### config.mk
export PLATFORM = sky130hd
export DESIGN_NAME = adc_imi_mc
export DESIGN_NICKNAME = d
export VERILOG_FILES = /design/src/rtl/adc_imi_pkg.sv /design/src/rtl/adc_imi_lfsr.sv /design/src/rtl/adc_imi_mc.sv
export SDC_FILE = /design/constraint.sdc
export NUM_CORES = 1
export LEC_CHECK = 0
export ABC_AREA = 1
export ABC_CLOCK_PERIOD_IN_PS = 4700
export CORE_ASPECT_RATIO = 0.8
export CORE_MARGIN = 3
export CORE_UTILIZATION = 35
export DETAILED_ROUTE_END_ITERATION = 10
export PLACE_DENSITY = 0.62
export SKIP_CTS_REPAIR_TIMING = 1
export SLEW_MARGIN = 20
export SYNTH_ARGS = -nofsm -noshare
export SYNTH_HDL_FRONTEND = slang
export SYNTH_HIERARCHICAL = 1
export SYNTH_SLANG_ARGS = --single-unit
### constraint.sdc
create_clock -name clk_100 -period 4.7 [get_ports clk_100]
set_input_delay 0.47 -clock clk_100 [delete_from_list [all_inputs] [get_ports clk_100]]
set_output_delay 0.47 -clock clk_100 [all_outputs]
set_load 0.02 [all_outputs]
### src/rtl/adc_imi_pkg.sv
// Shared definitions for the multi-channel ADC imitator: mode encodings,
// noise LFSR constants and the per-channel waveform step function.
package adc_imi_pkg;

  typedef enum logic [1:0] {
    MODE_TRI  = 2'b00,
    MODE_SAW  = 2'b01,
    MODE_HOLD = 2'b10
  } mode_e;

  // Galois form of x^16 + x^14 + x^13 + x^11 + 1 (right-shifting).
  localparam logic [15:0] LFSR_TAPS = 16'hB400;
  localparam logic [15:0] LFSR_SEED = 16'hACE1;

  // 32-bit working width covers DATA_W+1 for any sample width up to 31 bits,
  // so the add/compare below can never overflow.
  typedef struct packed {
    logic [31:0] value;
    logic        dir;    // 1 = counting up
  } chan_state_t;

  // Next (value, dir) of one channel for a single strobe.
  function automatic chan_state_t next_chan(input chan_state_t cur,
                                            input logic [31:0]  step,
                                            input logic [1:0]   mode,
                                            input logic [31:0]  lim_lo,
                                            input logic [31:0]  lim_hi);
    chan_state_t nxt;
    nxt = cur;
    if (step != 32'd0) begin
      case (mode)
        MODE_HOLD: ;
        MODE_SAW: begin
          if (cur.value + step > lim_hi) nxt.value = lim_lo;
          else                           nxt.value = cur.value + step;
        end
        default: begin  // triangle, including the unused 2'b11 code
          if (cur.dir) begin
            if (cur.value + step >= lim_hi) begin
              nxt.value = lim_hi;
              nxt.dir   = 1'b0;
            end else begin
              nxt.value = cur.value + step;
            end
          end else begin
            if (cur.value <= lim_lo + step) begin
              nxt.value = lim_lo;
              nxt.dir   = 1'b1;
            end else begin
              nxt.value = cur.value - step;
            end
          end
        end
      endcase
    end
    return nxt;
  endfunction

  // Start value of channel k: phase-shifted from the low limit, clipped high.
  function automatic logic [31:0] init_value(input int unsigned k,
                                             input int unsigned lim_lo,
                                             input int unsigned lim_hi,
                                             input int unsigned phase);
    logic [31:0] v;
    v = lim_lo + k * phase;
    return (v > lim_hi) ? lim_hi : v;
  endfunction

endpackage

### src/rtl/adc_imi_lfsr.sv
// Noise source for the ADC imitator: 16-bit Galois LFSR stepped once per
// sample strobe, reseeded on reset and while the imitator is idle.
module adc_imi_lfsr
  import adc_imi_pkg::*;
(
  input  logic       clk_100,
  input  logic       reset,
  input  logic       clear,
  input  logic       step_en,
  output logic [2:0] noise
);

  logic [15:0] lfsr_q, lfsr_d;

  // Next LFSR state: reseed when idle, shift on each strobe.
  always_comb begin
    lfsr_d = lfsr_q;
    if (clear) begin
      lfsr_d = LFSR_SEED;
    end else if (step_en) begin
      lfsr_d = {1'b0, lfsr_q[15:1]} ^ (lfsr_q[0] ? LFSR_TAPS : 16'h0000);
    end
  end

  // LFSR state register.
  always_ff @(posedge clk_100) begin
    if (reset) lfsr_q <= LFSR_SEED;
    else       lfsr_q <= lfsr_d;
  end

  assign noise = lfsr_q[2:0];

endmodule

### src/rtl/adc_imi_mc.sv
// Multi-channel serial-ADC imitator. Generates the frame timing (CS window,
// sample strobe) and round-robins CH_NUM channels, each running its own
// triangle / sawtooth / hold waveform.
// Optional build macro ADC_IMI_MC_NOISE_EN adds LFSR noise on adc_data[2:0].
module adc_imi_mc
  import adc_imi_pkg::*;
#(
  parameter int unsigned DATA_W     = 16,
  parameter int unsigned CH_NUM     = 4,
  parameter int unsigned FRAME_LEN  = 19,
  parameter int unsigned STROBE_CYC = 13,
  parameter int unsigned CS_CYC     = 14,
  parameter int unsigned LIM_LO     = 2,
  parameter int unsigned LIM_HI     = 4090,
  parameter int unsigned PHASE_STEP = 100
) (
  input  logic              clk_100,
  input  logic              reset,
  input  logic              start,
  input  logic [1:0]        mode,
  input  logic [7:0]        step,
  output logic              CS,
  output logic              valid,
  output logic [3:0]        ch_idx,
  output logic [DATA_W-1:0] adc_data
);

  localparam int unsigned CNT_W = $clog2(FRAME_LEN);
  localparam int unsigned CH_W  = (CH_NUM > 1) ? $clog2(CH_NUM) : 1;

  localparam logic [CNT_W-1:0] CNT_LAST  = CNT_W'(FRAME_LEN - 1);
  localparam logic [CNT_W-1:0] STROBE_AT = CNT_W'(STROBE_CYC);
  localparam logic [CNT_W-1:0] CS_FIRST  = CNT_W'(CS_CYC);
  localparam logic [CH_W-1:0]  CH_LAST   = CH_W'(CH_NUM - 1);

  logic [CNT_W-1:0]  cnt_q, cnt_d;
  logic [CH_W-1:0]   cur_q, cur_d;
  logic [1:0]        mode_q, mode_d;
  logic [7:0]        step_q, step_d;
  logic [DATA_W-1:0] value_q [CH_NUM];
  logic [DATA_W-1:0] value_d [CH_NUM];
  logic [CH_NUM-1:0] dir_q, dir_d;
  logic              cs_q, cs_d;
  logic              valid_q, valid_d;
  logic [3:0]        ch_idx_q, ch_idx_d;
  logic [DATA_W-1:0] adc_data_q, adc_data_d;

  logic              strobe;
  logic [DATA_W-1:0] noise;
  chan_state_t       cur_st, upd;

  assign strobe = start && (cnt_q == STROBE_AT);

`ifdef ADC_IMI_MC_NOISE_EN
  logic [2:0] lfsr_bits;

  adc_imi_lfsr u_lfsr (
    .clk_100 (clk_100),
    .reset   (reset),
    .clear   (!start),
    .step_en (strobe),
    .noise   (lfsr_bits)
  );

  assign noise = DATA_W'(lfsr_bits);
`else
  assign noise = '0;
`endif

  // Frame sequencing, per-channel waveform update and output staging.
  always_comb begin
    // NOTE: every _d gets a default first so no path through this block infers a latch.
    cnt_d      = cnt_q;
    cur_d      = cur_q;
    mode_d     = mode_q;
    step_d     = step_q;
    value_d    = value_q;
    dir_d      = dir_q;
    cs_d       = 1'b0;
    valid_d    = 1'b0;
    ch_idx_d   = ch_idx_q;
    adc_data_d = adc_data_q;

    cur_st.value = 32'(value_q[cur_q]);
    cur_st.dir   = dir_q[cur_q];
    upd          = next_chan(cur_st, 32'(step_q), mode_q, LIM_LO, LIM_HI);

    if (!start) begin
      // Idle: abort any frame and put every channel back at its start point.
      cnt_d      = '0;
      cur_d      = '0;
      ch_idx_d   = '0;
      adc_data_d = '0;
      for (int k = 0; k < CH_NUM; k++) begin
        value_d[k] = DATA_W'(init_value(k, LIM_LO, LIM_HI, PHASE_STEP));
        dir_d[k]   = 1'b1;
      end
    end else begin
      // Mode/step are frame-stable: sampled only on the first frame cycle.
      if (cnt_q == '0) begin
        mode_d = mode;
        step_d = step;
      end
      if (cnt_q == CNT_LAST) begin
        cnt_d = '0;
        cur_d = (cur_q == CH_LAST) ? '0 : cur_q + 1'b1;
      end else begin
        cnt_d = cnt_q + 1'b1;
      end
      if (strobe) begin
        value_d[cur_q] = DATA_W'(upd.value);
        dir_d[cur_q]   = upd.dir;
        valid_d        = 1'b1;
        ch_idx_d       = 4'(cur_q);
        adc_data_d     = DATA_W'(upd.value) ^ noise;
      end
      // CS is registered from the next count so it lines up with cnt itself.
      cs_d = (cnt_d >= CS_FIRST);
    end
  end

  // State and output registers; reset restores the channel start points.
  always_ff @(posedge clk_100) begin
    if (reset) begin
      cnt_q      <= '0;
      cur_q      <= '0;
      mode_q     <= '0;
      step_q     <= '0;
      cs_q       <= 1'b0;
      valid_q    <= 1'b0;
      ch_idx_q   <= '0;
      adc_data_q <= '0;
      dir_q      <= '1;
      // NOTE: this channel array is a handful of flops, not a RAM, so it is reset like any other state.
      for (int k = 0; k < CH_NUM; k++) begin
        value_q[k] <= DATA_W'(init_value(k, LIM_LO, LIM_HI, PHASE_STEP));
      end
    end else begin
      // NOTE: non-blocking assignments so every register samples pre-edge values.
      cnt_q      <= cnt_d;
      cur_q      <= cur_d;
      mode_q     <= mode_d;
      step_q     <= step_d;
      value_q    <= value_d;
      dir_q      <= dir_d;
      cs_q       <= cs_d;
      valid_q    <= valid_d;
      ch_idx_q   <= ch_idx_d;
      adc_data_q <= adc_data_d;
    end
  end

  assign CS       = cs_q;
  assign valid    = valid_q;
  assign ch_idx   = ch_idx_q;
  assign adc_data = adc_data_q;

endmodule

==> flow_summary.json, run 1 <==
{
  "initial_core_util_pct": 36.35,
  "grt_first_pass_wirelength_um": 33350,
  "syn_inst": 1040,
  "peakVddDrop_uv": 220.9,
  "io_pins": 35,
  "die_h_um": 132.9,
  "final_cell_mix": "nand2_1 (234), inv_1 (106), dfxtp_1 (105)",
  "routedWlPerCell_um": 15.78,
  "synth_area_per_cell_um2": 6.770,
  "cts_buffers": 9,
  "finClkSkew_ns": 0.01432,
  "clock-sinks": 105,
  "status": "completed",
  "wl_um": 20800,
  "dieArea_um2": 21860,
  "critPathRequiredTime_ns": 5.00,
  "cts_tree": "done",
  "crit_arrival_ns": 4.33,
  "met1_usage_pct": 29.36,
  "root_buffer": "clkbuf_16",
  "synthArstFlopShare_pct": 0,
  "final_util_pct": 40.89,
  "p_per_area_nw_per_um2": 260.0,
  "internal-power_w": 0.001468,
  "setup_viol": 0,
  "grt_pass1_vias": 6142,
  "synth.top_cell.area_share_pct": 29.86,
  "gr-usage-met3_pct": 3.224,
  "min-delay-path-class": "flip-flop to flip-flop",
  "coreArea_um2": 19370,
  "ant_nets": 0,
  "grt.busiest_layer": "met1",
  "power.share.switching_pct": 28.70,
  "yosys_most_used_dff": "dfxtp_1",
  "pwr-share-seq_pct": 44.1,
  "drive_gt1_share_pct": 11.04,
  "critPathMaxFanout": 39,
  "cp_cell_sequence": "buf_4 -> o21ai_0 -> o22ai_1 -> ha_1 -> nor2_1 -> and2_1 -> nand2_2 -> nand2_2 -> nand2_2 -> nor2_1 -> nand2_1 -> nand2_1 -> nand2_2 -> nor2_1 -> nand3_1 -> nor2_1 -> nand2_1 -> nand2_1 -> nand3_1 -> nand2_1 -> nand2_1 -> nand2_1",
  "globalRouteMet2Util_pct": 27.93,
  "cp-start-kind": "flip-flop",
  "drc": 0,
  "cp_top_family": "simple AND/OR/NAND/NOR gates",
  "grt-ovfl-total": 0,
  "fin_nets": 1105,
  "max_slew.worst_pin.slew_ns": 0.7267,
  "netlist_area_um2": 7041,
  "post-route-period-util_pct": 85.76,
  "drv_cap": 0,
  "num_vias": 6766,
  "final_hold_viol_count": 0,
  "clkPwrFrac_pct": 40.8,
  "htree_levels": 3,
  "vias_per_cell": 5.134,
  "post-dp-hpwl_um": 15600,
  "p_leak_nw": 3.574,
  "rows": 45,
  "drtIter0Drc": 604,
  "period_needed_ns": 4.031,
  "cp.buffers_inverters": 1,
  "end_kind": "flip-flop",
  "synth-edff-count": 0,
  "insertion_delay_ns": 0.36,
  "synth-seq-area-share_pct": 29.86,
  "power_frac_comb_pct": 15.1,
  "antenna_found_initial": 0,
  "synth_cell_types": 50,
  "yosysTopAreaCell": "dfxtp_1",
  "gp_congestion": 0.9360,
  "diodes": 0,
  "grt_max_degree": 57,
  "dieWidth_um": 164.6,
  "fmax_mhz": 248.1,
  "ys_seq_elements": 105,
  "final_common_cell": "nand2_1",
  "syn_to_final_growth_pct": 12.49,
  "clk_pin_slew_ns": 0.07,
  "ys_warn_count": 6,
  "relSlewSlack_pct": 51.25,
  "rsz0062_at_grt": "no",
  "port-buffer-count": 32,
  "cpMostUsedCell": "nand2_1",
  "dr.pass1.iters": 7,
  "clock_path_buffers": 2,
  "track_usage_pct": 19.16,
  "slew_viol_final": 0,
  "synth_area_leaders": "dfxtp_1 (30%), nand2_1 (12%), ha_1 (6.0%)",
  "crit_path_max_incr_delay_ns": 0.53,
  "tns_ns": 0,
  "switchingPower_w": 0.0005911,
  "nFillCells": 2093,
  "critPathKind": "flip-flop to flip-flop",
  "cpMaxStageDelayCell": "o22ai_1"
}
## state kept, by name, summed over array words and instances (netlist names), 2 cells and up
name	cells
mode_q	2
dir_q	4
step_q	8
ch_idx	2
cur_q	2
cnt_q	5
value_q	64
adc_data	16
## power by group through the flow
| stage | logic (W) | registers [W] | clock network (W) |
|---|---|---|---|
| after floorplan | 0.000219 | 0.000925 | 0 |
| after global placement | 0.000306 | 0.000928 | 0 |
| after detailed placement | 0.000304 | 0.000929 | 0 |
| after CTS | 0.000306 | 0.000908 | 0.000855 |
| after global routing | 0.000343 | 0.000909 | 0.000891 |
| final | 0.000311 | 0.000908 | 0.000840 |
## layout make-up
cell class / count / area [um2] / share of cell area [%]
tap: 258 / 322.8 / 4.076
clock buffer: 9 / 225.2 / 2.844
timing repair buffer: 47 / 432.9 / 5.466
clock inverter: 7 / 108.9 / 1.374
multi-input combinational: 769 / 4264 / 53.84
inverter: 123 / 464.2 / 5.861
sequential: 105 / 2102 / 26.54
## kinds of logic (layout without fill, tap and decap cells)
kind of cell | Yosys count | in the layout | synth area share [%]
adders and majority gates | 37 | 37 | 6.895
and+or+nand+nor | 482 | 482 | 31.40
DFF | 105 | 105 | 29.86
buffers and inverters | 167 | 186 | 9.739
other | 1 | 2 | 0.05326
xor gates and xnor gates | 17 | 17 | 2.222
AOI/OAI and AO/OA | 231 | 231 | 19.83
## final timing paths
kind | start | slack (ns) | to | cells after the start
worst max-delay path | cur_q[0] | 0.67 | value_q[34] | 22
worst min-delay path | value_q[5] | 0.47 | value_q[5] | 2
worst max register to register | cur_q[0] | 0.67 | value_q[34] | 22
worst min register to register | value_q[5] | 0.47 | value_q[5] | 2
## layer usage
metal / vias up / routed length [um]
met3: 22 / 1259
met1: 3126 / 10620
met5: - / 0
li1: 3424 / -
met2: 194 / 8633
met4: 0 / 284
## through the flow
step | area [um2] | hold slack (ns) | power [W] | setup slack [ns] | cells
2_1_floorplan | 7044 | 0.4332 | 0.001144 | 1.069 | 1041
3_3_place_gp | 7586 | 0.4513 | 0.001234 | 0.8734 | 1302
3_5_place_dp | 7586 | 0.4546 | 0.001233 | 0.8071 | 1302
4_1_cts | 7920 | 0.4713 | 0.002069 | 0.7932 | 1318
5_1_grt | 7920 | 0.4947 | 0.002144 | 0.2934 | 1318
6_report | 7920 | 0.4683 | 0.002060 | 0.6691 | 1318
## Yosys cell counts, types with 6 or more instances
cell and number:
nand2_1 234, o21ai_2 7, nor2_1 86, o21ai_1 8
nand3_1 85, xor2_1 13, clkbuf_1 26, ha_1 34
a211oi_1 10, a21oi_1 73, o21bai_1 15, nand2_2 24
dfxtp_1 105, nor3_1 8, inv_1 106, buf_2 9
a21oi_2 6, o21ai_0 77, nand3_2 6, o21a_1 15
inv_2 14, nand4_1 15
## worst min-delay path: cells and delay by family, from the launching register on
kind            cells  cell delay, ns
flops               1            0.33
compound gates      1            0.06
simple gates        1            0.05
(Power assumes the default switching activity.)
==> run 2: changes to the inputs <==
Settings changed: ABC_CLOCK_PERIOD_IN_PS 4700 to default.
==> results of run 2 <==
No change in the layout: final DEF, timing and power equal those of run 1.
==> run 3: changes to the inputs <==
Settings changed: CORE_UTILIZATION 35 to 42, PLACE_DENSITY 0.62 to 0.7, REMOVE_ABC_BUFFERS from default to 1.
==> run 3 against run 2 <==
Effect of this change: clock power fell by 5.6%; die area fell by 16%; count of clock-buffer cells in the layout did not move; worst setup slack improved by 0.30 ns; routed wire length fell by 2.8%; cell count fell by 3.3%; register-to-register slack improved by 0.30 ns; via count rose by 1.7%; non-clock buffer count fell by 1; critical endpoint is now value_q[2]; largest cell class unchanged.
==> flow_summary.json, run 3 (synthesized netlist as in run 1, its figures left out) <==
{
  "status": "completed",
  "power_frac_comb_pct": 15.3,
  "internal-power_w": 0.001374,
  "power.share.switching_pct": 31.59,
  "drive_gt1_share_pct": 10.95,
  "nFillCells": 1675,
  "min-delay-path-class": "flip-flop to flip-flop",
  "fmax_mhz": 267.8,
  "num_vias": 6882,
  "dr.pass1.iters": 7,
  "htree_levels": 3,
  "insertion_delay_ns": 0.36,
  "period_needed_ns": 3.734,
  "critPathRequiredTime_ns": 5.01,
  "crit_arrival_ns": 4.04,
  "largest-register": "value_q",
  "cp-start-kind": "flip-flop",
  "place_area_um2": 7525,
  "switchingPower_w": 0.0006344,
  "grt_pass1_vias": 6315,
  "dieWidth_um": 150.8,
  "max_slew.worst_pin.slew_ns": 1.078,
  "syn_to_final_growth_pct": 11.25,
  "regArea_um2": 2102,
  "end_kind": "flip-flop",
  "post-dp-hpwl_um": 14660,
  "critPathMaxFanout": 26,
  "met1_usage_pct": 33.99,
  "critPathKind": "flip-flop to flip-flop",
  "drc": 0,
  "fin_cells": 1274,
  "initial_core_util_pct": 43.71,
  "die_h_um": 121.8,
  "fin_nets": 1104,
  "final_cell_mix": "nand2_1 (234), inv_1 (106), dfxtp_1 (105)",
  "drv_cap": 0,
  "multi_input_area_um2": 4264,
  "ant_nets": 0,
  "rsz0062_at_grt": "no",
  "grt_max_degree": 57,
  "drtIter0Drc": 675,
  "relSlewSlack_pct": 27.68,
  "vias_per_cell": 5.402,
  "track_usage_pct": 22.54,
  "cts_tree": "done",
  "tns_ns": 0,
  "finClkSkew_ns": 0.01499,
  "largest_reg_flops": 64,
  "grt_first_pass_wirelength_um": 33330,
  "clkPwrFrac_pct": 39.5,
  "final_hold_viol_count": 0,
  "clock_path_buffers": 2,
  "io_pins": 35,
  "clock-sinks": 105,
  "gr-usage-met3_pct": 3.868,
  "cts_buffers": 9,
  "grt.busiest_layer": "met1",
  "placedCellCount": 1258,
  "slew_viol_final": 0,
  "wl_um": 20220,
  "diodes": 0,
  "globalRouteMet2Util_pct": 33.20,
  "rows": 41,
  "peakVddDrop_uv": 159.8,
  "p_per_area_nw_per_um2": 256.4,
  "port-buffer-count": 32,
  "pwr-share-seq_pct": 45.2,
  "setup_viol": 0,
  "post-route-period-util_pct": 79.46,
  "final_common_cell": "nand2_1",
  "dieArea_um2": 18360,
  "antenna_found_initial": 0,
  "root_buffer": "clkbuf_16",
  "coreArea_um2": 16110,
  "final_util_pct": 48.63,
  "gp_congestion": 1.001,
  "grt-ovfl-total": 0,
  "postLayoutCellArea_um2": 7833,
  "clk_pin_slew_ns": 0.08,
  "routedWlPerCell_um": 15.87,
  "p_leak_nw": 3.553
}
[run 3: area by class of cell]
type	instances	area share, %
timing repair buffer	46	5.431
sequential	105	26.84
inverter	123	5.927
clock buffer	9	2.875
multi-input combinational	769	54.44
tap	215	3.435
clock inverter	7	1.054
[run 3: final timing paths]
kind / startpoint / end / slack (ns) / depth (start not counted)
worst max-delay path: cur_q[0] / value_q[2] / 0.97 / 25
worst min-delay path: value_q[34] / value_q[34] / 0.47 / 2
worst max register to register: cur_q[0] / value_q[2] / 0.97 / 25
worst min register to register: value_q[34] / value_q[34] / 0.47 / 2
[run 3: power by group through the flow]
stage                     logic (W)  clock network [W]  registers (W)
final                      0.000308           0.000793       0.000907
after CTS                  0.000301           0.000808       0.000907
after floorplan            0.000212                  0       0.000925
after global routing       0.000342           0.000843       0.000908
after detailed placement   0.000299                  0       0.000928
after global placement     0.000299                  0       0.000928
[run 3: stage by stage]
step / total power (W) / hold slack, ns / setup WS (ns)
after floorplan: 0.001137 / 0.4332 / 0.8373
after global placement: 0.001227 / 0.4460 / 1.027
after detailed placement: 0.001227 / 0.4488 / 1.058
after CTS: 0.002016 / 0.4691 / 1.031
after global routing: 0.002093 / 0.4898 / 0.5524
final: 0.002008 / 0.4702 / 0.9655
[run 3: per-layer routing]
layer / wire length, um / part of all wire [%]
met1: 9722 / 48
met4: 368 / 1.8
met2: 8443 / 42
met5: 0 / 0
met3: 1680 / 8.3
[run 3: critical path, cell delays in order, from the launching register on]
cell	delay, ns
dfxtp_1	0.33
inv_2	0.41
a21oi_1	0.13
o21ai_0	0.10
o21ai_0	0.10
buf_4	0.16
ha_1	0.38
nor2_1	0.16
nand2_1	0.12
nand2_2	0.13
nand2_2	0.07
nand2_2	0.12
nand2_2	0.09
nor2_1	0.11
nand2_1	0.08
nand2_1	0.09
nand2_2	0.09
nor2_1	0.18
nand3_1	0.16
nor2_1	0.11
nand2_1	0.05
nand2_1	0.06
nand3_1	0.16
nand2_1	0.14
nand2_1	0.06
nand2_1	0.06
